[config.mk]
export PLATFORM = sky130hd
export DESIGN_NAME = phase_seq_flat
export DESIGN_NICKNAME = d
export VERILOG_FILES = /design/src/rtl/phase_seq_pkg.sv /design/src/rtl/phase_seq_if.sv /design/src/rtl/phase_seq.sv /design/src/flat_wrapper.sv
export SDC_FILE = /design/constraint.sdc
export NUM_CORES = 1
export LEC_CHECK = 0
export ABC_AREA = 1
export ABC_CLOCK_PERIOD_IN_PS = 3800
export CORE_MARGIN = 2
export CORE_UTILIZATION = 54
export CTS_BUF_LIST = sky130_fd_sc_hd__clkbuf_2 sky130_fd_sc_hd__clkbuf_4 sky130_fd_sc_hd__clkbuf_8
export DETAILED_ROUTE_END_ITERATION = 12
export PLACE_DENSITY = 0.95
export SLEW_MARGIN = 20
export SYNTH_ARGS = -nofsm -noshare
export SYNTH_HDL_FRONTEND = slang
export SYNTH_SLANG_ARGS = --single-unit
[constraint.sdc]
create_clock -name clk -period 3.8 [get_ports clk]
set_clock_uncertainty 0.2 [all_clocks]
set_input_delay 0.95 -clock clk [delete_from_list [all_inputs] [get_ports clk]]
set_output_delay 0.95 -clock clk [all_outputs]
set_load 0.1 [all_outputs]
[src/rtl/phase_seq_pkg.sv]
// Shared sizing helpers, FSM state codes and fail-cause encoding for the
// column-block phase sequencer.
package phase_seq_pkg;

  function automatic int blocks_of(input int k, input int n);
    return k / n;
  endfunction

  function automatic int cw_of(input int k, input int n);
    return $clog2(k / n + 1);
  endfunction

  localparam logic [1:0] ST_IDLE     = 2'd0;
  localparam logic [1:0] ST_LAUNCH   = 2'd1;
  localparam logic [1:0] ST_WAIT     = 2'd2;
  localparam logic [1:0] ST_CHECKERR = 2'd3;

  // Reserved for a later status register that records why the last fail fired.
  typedef enum logic [1:0] {
    FC_NONE  = 2'd0,
    FC_RANGE = 2'd1,
    FC_PIVOT = 2'd2
  } fail_cause_e;

endpackage

[src/rtl/phase_seq_if.sv]
// Control and step-engine signal bundle for phase_seq.
interface phase_seq_if #(
  parameter int CW = phase_seq_pkg::cw_of(16, 4)
);
  // Pulse handshakes: start is a one-cycle request taken only when idle;
  // step_start launches one step and the engine answers with a one-cycle
  // step_done (step_fail meaningful only alongside it); done/fail end a phase.
  logic          start;
  logic [CW-1:0] start_block;
  logic [CW-1:0] end_block;
  logic          abort;
  logic          busy;
  logic          done;
  logic          fail;
  logic [CW-1:0] fail_block;
  logic [CW-1:0] steps_done;
  logic          step_start;
  logic [CW-1:0] step_col_block;
  logic          step_first;
  logic          step_done;
  logic          step_fail;

  modport slave (
    input  start, start_block, end_block, abort, step_done, step_fail,
    output busy, done, fail, fail_block, steps_done,
           step_start, step_col_block, step_first
  );

  modport master (
    output start, start_block, end_block, abort, step_done, step_fail,
    input  busy, done, fail, fail_block, steps_done,
           step_start, step_col_block, step_first
  );

endinterface

[src/rtl/phase_seq.sv]
// Column-block sequencer: launches the step engine once per block over a
// programmable range and reports completion, step failure or an illegal range.
module phase_seq
  import phase_seq_pkg::*;
#(
  parameter int N = 4,
  parameter int K = 16,
  parameter int L = 8
) (
  input  logic       clk,
  input  logic       rst,
  phase_seq_if.slave bus,
  output logic [1:0] o_dbg_state
);

  localparam int BLOCKS = blocks_of(K, N);
  localparam int CW     = cw_of(K, N);

  if ((K % N) != 0 || N < 1 || L < 1) begin : g_param_check
    $error("phase_seq: K must be a non-zero multiple of N and L positive");
  end

  logic [1:0]    r_state;
  logic [CW-1:0] r_col;
  logic [CW-1:0] r_end;
  logic [CW-1:0] r_fail_block;
  logic [CW-1:0] r_steps;
  logic          r_done;
  logic          r_fail;
  logic          r_first;
  logic          w_bad_range;
  logic          w_last;

  assign w_bad_range = (bus.start_block > bus.end_block) ||
                       (bus.end_block >= CW'(BLOCKS));
  assign w_last      = (r_col == r_end);

  always_ff @(posedge clk or negedge rst) begin
    if (!rst) begin
      r_state      <= ST_IDLE;
      r_col        <= '0;
      r_end        <= '0;
      r_fail_block <= '0;
      r_steps      <= '0;
      r_done       <= 1'b0;
      r_fail       <= 1'b0;
      r_first      <= 1'b0;
    end else begin
      r_done <= 1'b0;
      r_fail <= 1'b0;
      case (r_state)
        ST_IDLE: begin
          // abort in the same cycle drops the request
          if (bus.start && !bus.abort) begin
            r_col   <= bus.start_block;
            r_end   <= bus.end_block;
            r_steps <= '0;
            if (w_bad_range) begin
              r_state      <= ST_CHECKERR;
              r_fail       <= 1'b1;
              r_fail_block <= bus.start_block;
            end else begin
              r_state <= ST_LAUNCH;
              r_first <= 1'b1;
            end
          end
        end
        ST_LAUNCH: begin
          if (bus.abort) begin
            r_state <= ST_IDLE;
            r_first <= 1'b0;
          end else begin
            r_state <= ST_WAIT;
          end
        end
        ST_WAIT: begin
          if (bus.abort) begin
            r_state <= ST_IDLE;
            r_first <= 1'b0;
          end else if (bus.step_done) begin
            r_first <= 1'b0;
            if (bus.step_fail) begin
              r_state      <= ST_IDLE;
              r_fail       <= 1'b1;
              r_fail_block <= r_col;
            end else begin
              r_steps <= r_steps + CW'(1);
              if (w_last) begin
                r_state <= ST_IDLE;
                r_done  <= 1'b1;
              end else begin
                r_col   <= r_col + CW'(1);
                r_state <= ST_LAUNCH;
              end
            end
          end
        end
        ST_CHECKERR: r_state <= ST_IDLE;
        default:     r_state <= ST_IDLE;
      endcase
    end
  end

  // An abort arriving during LAUNCH withholds the launch pulse in that cycle.
  assign bus.step_start     = (r_state == ST_LAUNCH) && !bus.abort;
  assign bus.step_col_block = r_col;
  assign bus.step_first     = r_first;
  assign bus.busy           = (r_state == ST_LAUNCH) || (r_state == ST_WAIT);
  assign bus.done           = r_done;
  assign bus.fail           = r_fail;
  assign bus.fail_block     = r_fail_block;
  assign bus.steps_done     = r_steps;
  assign o_dbg_state        = r_state;

endmodule

[src/flat_wrapper.sv]
// flat-port wrapper written by rule: the top's interface ports become plain ports
module phase_seq_flat import phase_seq_pkg::*;
#(
  parameter int N = 4,
  parameter int K = 16,
  parameter int L = 8
)
  (clk, rst, o_dbg_state, bus_start, bus_start_block, bus_end_block, bus_abort, bus_step_done, bus_step_fail, bus_busy, bus_done, bus_fail, bus_fail_block, bus_steps_done, bus_step_start, bus_step_col_block, bus_step_first);
  phase_seq_if bus_i ();
  input  logic clk;
  input  logic rst;
  output logic [1:0] o_dbg_state;
  input wire logic [$bits(bus_i.start)-1:0] bus_start;
  input wire logic [$bits(bus_i.start_block)-1:0] bus_start_block;
  input wire logic [$bits(bus_i.end_block)-1:0] bus_end_block;
  input wire logic [$bits(bus_i.abort)-1:0] bus_abort;
  input wire logic [$bits(bus_i.step_done)-1:0] bus_step_done;
  input wire logic [$bits(bus_i.step_fail)-1:0] bus_step_fail;
  output wire logic [$bits(bus_i.busy)-1:0] bus_busy;
  output wire logic [$bits(bus_i.done)-1:0] bus_done;
  output wire logic [$bits(bus_i.fail)-1:0] bus_fail;
  output wire logic [$bits(bus_i.fail_block)-1:0] bus_fail_block;
  output wire logic [$bits(bus_i.steps_done)-1:0] bus_steps_done;
  output wire logic [$bits(bus_i.step_start)-1:0] bus_step_start;
  output wire logic [$bits(bus_i.step_col_block)-1:0] bus_step_col_block;
  output wire logic [$bits(bus_i.step_first)-1:0] bus_step_first;
  assign bus_i.start = bus_start;
  assign bus_i.start_block = bus_start_block;
  assign bus_i.end_block = bus_end_block;
  assign bus_i.abort = bus_abort;
  assign bus_i.step_done = bus_step_done;
  assign bus_i.step_fail = bus_step_fail;
  assign bus_busy = bus_i.busy;
  assign bus_done = bus_i.done;
  assign bus_fail = bus_i.fail;
  assign bus_fail_block = bus_i.fail_block;
  assign bus_steps_done = bus_i.steps_done;
  assign bus_step_start = bus_i.step_start;
  assign bus_step_col_block = bus_i.step_col_block;
  assign bus_step_first = bus_i.step_first;
  phase_seq #(.N(N), .K(K), .L(L)) u_core (.clk(clk), .rst(rst), .bus(bus_i), .o_dbg_state(o_dbg_state));
endmodule
==> metrics.md <==
| Metric | Value |
|---|---|
| Max Cap Viol | 0 |
| Outcome | completed |
| PostCTS Resize Cnt | 0 |
| ANT cells | 0 |
| Initial antenna violation count | 0 |
| Final-report setup violation count | 0 |
| TritonCTS clock tree | built |
| Placer Congestion | 0.880 |
| Row cnt | 16 |
| IO Count | 28 |
| Crit path time final | 3.00 ns |
| Congestion Overflow GR | 0 |
| Initial Utilization | 57.2% |
| CTS root buffer | clkbuf_4 |
| Mapped Cells | 148 |
| Critical Path Start Type | input pin |
| Most frequent cells in the layout | nand2_1, nand3_1, dfrtp_1, inv_1, buf_4 |
| Flop2flop setup slack | 1.63 ns |
| CP Class | input pin to output port |
| Total track usage | 22.5% |
| Drt initial violations | 24 |
| Final Hold Viols | 0 |
| Via count | 1,078 |
| Sequential element share of the synthesized area | 37.9% |
| Mapped Nets | 169 |
| Ys async rst share | 100% |
| Layout area overhead | 26.2% |
| Fillers | 156 |
| Clock Tree Buf Depth | 2 |
| Setup_tns | 0 ns |
| CTS Buf Count | 3 |
| Slew Limit Fails | 0 |
| Die area | 2460 sq um |
| Worst Setup End Kind | output port |
| WL/cell | 12.4 um |
| Post-synth top flop | dfrtp_1 |
| Largest net degree at the start of global routing | 18 |
| Remaining antenna violation count | 0 |
| Synth Warn # | 0 |
| Port bufs | 27 |
| Die X | 49.6 um |
| Skew-Pair Late Insertion Delay | 0.30 ns |
| Post-synth EDFFs | 0 |
| DRC | 0 |
| CTS clk-pin slew, worst paths | 0.10 ns |
| Tcrit/Tclk final | 79.1% |
| CTS Hold Bufs | 0 |
| Unrepaired setup endpoints after global routing | no |
| Vias in the first global route | 1,121 |
| Cell area after synthesis | 1120 sq um |
| Final wirelength | 2520 um |
| Library cells used by synthesis | 24 |
| Final HPWL DP | 1980 um |
| Worst EP required | 2.65 ns |
| Core Box Area | 1960 sq um |
| Most common cell after layout, fill and taps aside | nand2_1 |
| HP Class | flip-flop to flip-flop |
| Worst-path maximum fanout | 3 |
| Nets | 199 |
| Proportion of layout cells with a drive suffix above 1 | 21.5% |
| H-tree level count | 1 |
| Mean Syn Cell Area | 7.58 sq um |
| Worst Max-Slew Pin Slew | 0.785 ns |
| Via density per instance | 5.28 |
| First-pass GRT wire length | 4270 um |
| FMAX | 333 MHz |
| Clock sinks | 17 |
| Die Span Y | 49.6 um |
| Slew HR | 47.5% |
| #FFs+latches synth | 17 |
| Crit path DAT | 1.85 ns |
| Post-CTS setup buffers | 0 |
| First-pass DRT Iterations | 6 |
==> worst max-delay path, cell delays in order <==
cell	delay, ns
clkdlybuf4s50_1	0.47
inv_2	0.11
nand2_2	0.05
inv_2	0.09
buf_12	0.18
==> synth_stat cells (all sizes together) (2+ instances only) <==
| cell type | n | area, sq um |
|---|---|---|
| nand3 | 19 | 108 |
| ha | 9 | 113 |
| or2 | 2 | 12.5 |
| a21oi | 5 | 28.8 |
| nor2 | 8 | 45.0 |
| buf | 2 | 12.5 |
| inv | 19 | 71.3 |
| nand2 | 52 | 215 |
| dfrtp | 17 | 425 |
| o21ai | 11 | 58.8 |
==> through the flow <==
step                      utilization, %  setup slack, ns  instance area [sq um]  instances  hold slack [ns]
after floorplan                        -            0.643                   1120        148            0.302
after detailed placement            70.7            0.817                   1390        200            0.268
after global placement              70.7            0.841                   1390        200            0.255
final                               72.2            0.796                   1420        204            0.285
after global routing                72.2            0.773                   1420        204            0.317
after CTS                           72.2            0.798                   1420        204            0.293
==> layout make-up <==
cell class                 count  area (sq um)  area share, %
inverter                      19          71.3           5.04
timing repair buffer          27           243           17.1
multi-input combinational    110           613           43.3
tap                           27          33.8           2.39
clock buffer                   4          30.0           2.12
sequential                    17           425           30.0
==> final timing paths <==
kind                                     startpoint                      endpoint  cells past startpoint
setup / recovery                          bus_abort                bus_step_start                      5
hold / removal             u_core.bus.fail_block[1]      u_core.bus.fail_block[1]                      2
setup reg to reg              u_core.o_dbg_state[0]  u_core.bus.step_col_block[0]                      9
hold reg to reg            u_core.bus.fail_block[1]      u_core.bus.fail_block[1]                      2
max in group asynchronous                       rst               u_core.r_end[1]                      1
min in group asynchronous                       rst      u_core.bus.steps_done[0]                      1
==> logic make-up after synthesis <==
logic type,count (synthesis),synth area share (%)
mux,1,1.00
xor+xnor,1,0.781
fa+ha+maj,9,10.0
compound gates,16,7.80
simple gates,83,35.0
buf+inv,21,7.47
flops,17,37.9
==> sequential cells by signal, indices dropped and copies added, names as in the netlist <==
name / flops
u_core.o_dbg_state: 2
u_core.bus.steps_done: 3
u_core.bus.fail: 1
u_core.bus.step_first: 1
u_core.bus.step_col_block: 3
u_core.bus.fail_block: 3
u_core.bus.done: 1
u_core.r_end: 3
==> routing by layer <==
metal | vias up | wire length (um) | GRT usage, %
met5 | - | 0 | 0
met4 | 0 | 68 | 14.4
met3 | 11 | 101 | 3.94
met2 | 35 | 1300 | 40.7
met1 | 501 | 1050 | 23.9
li1 | 531 | - | -
Power is not shown: default switching activity piles up to over one toggle a cycle in this logic, so the estimate is an artifact.
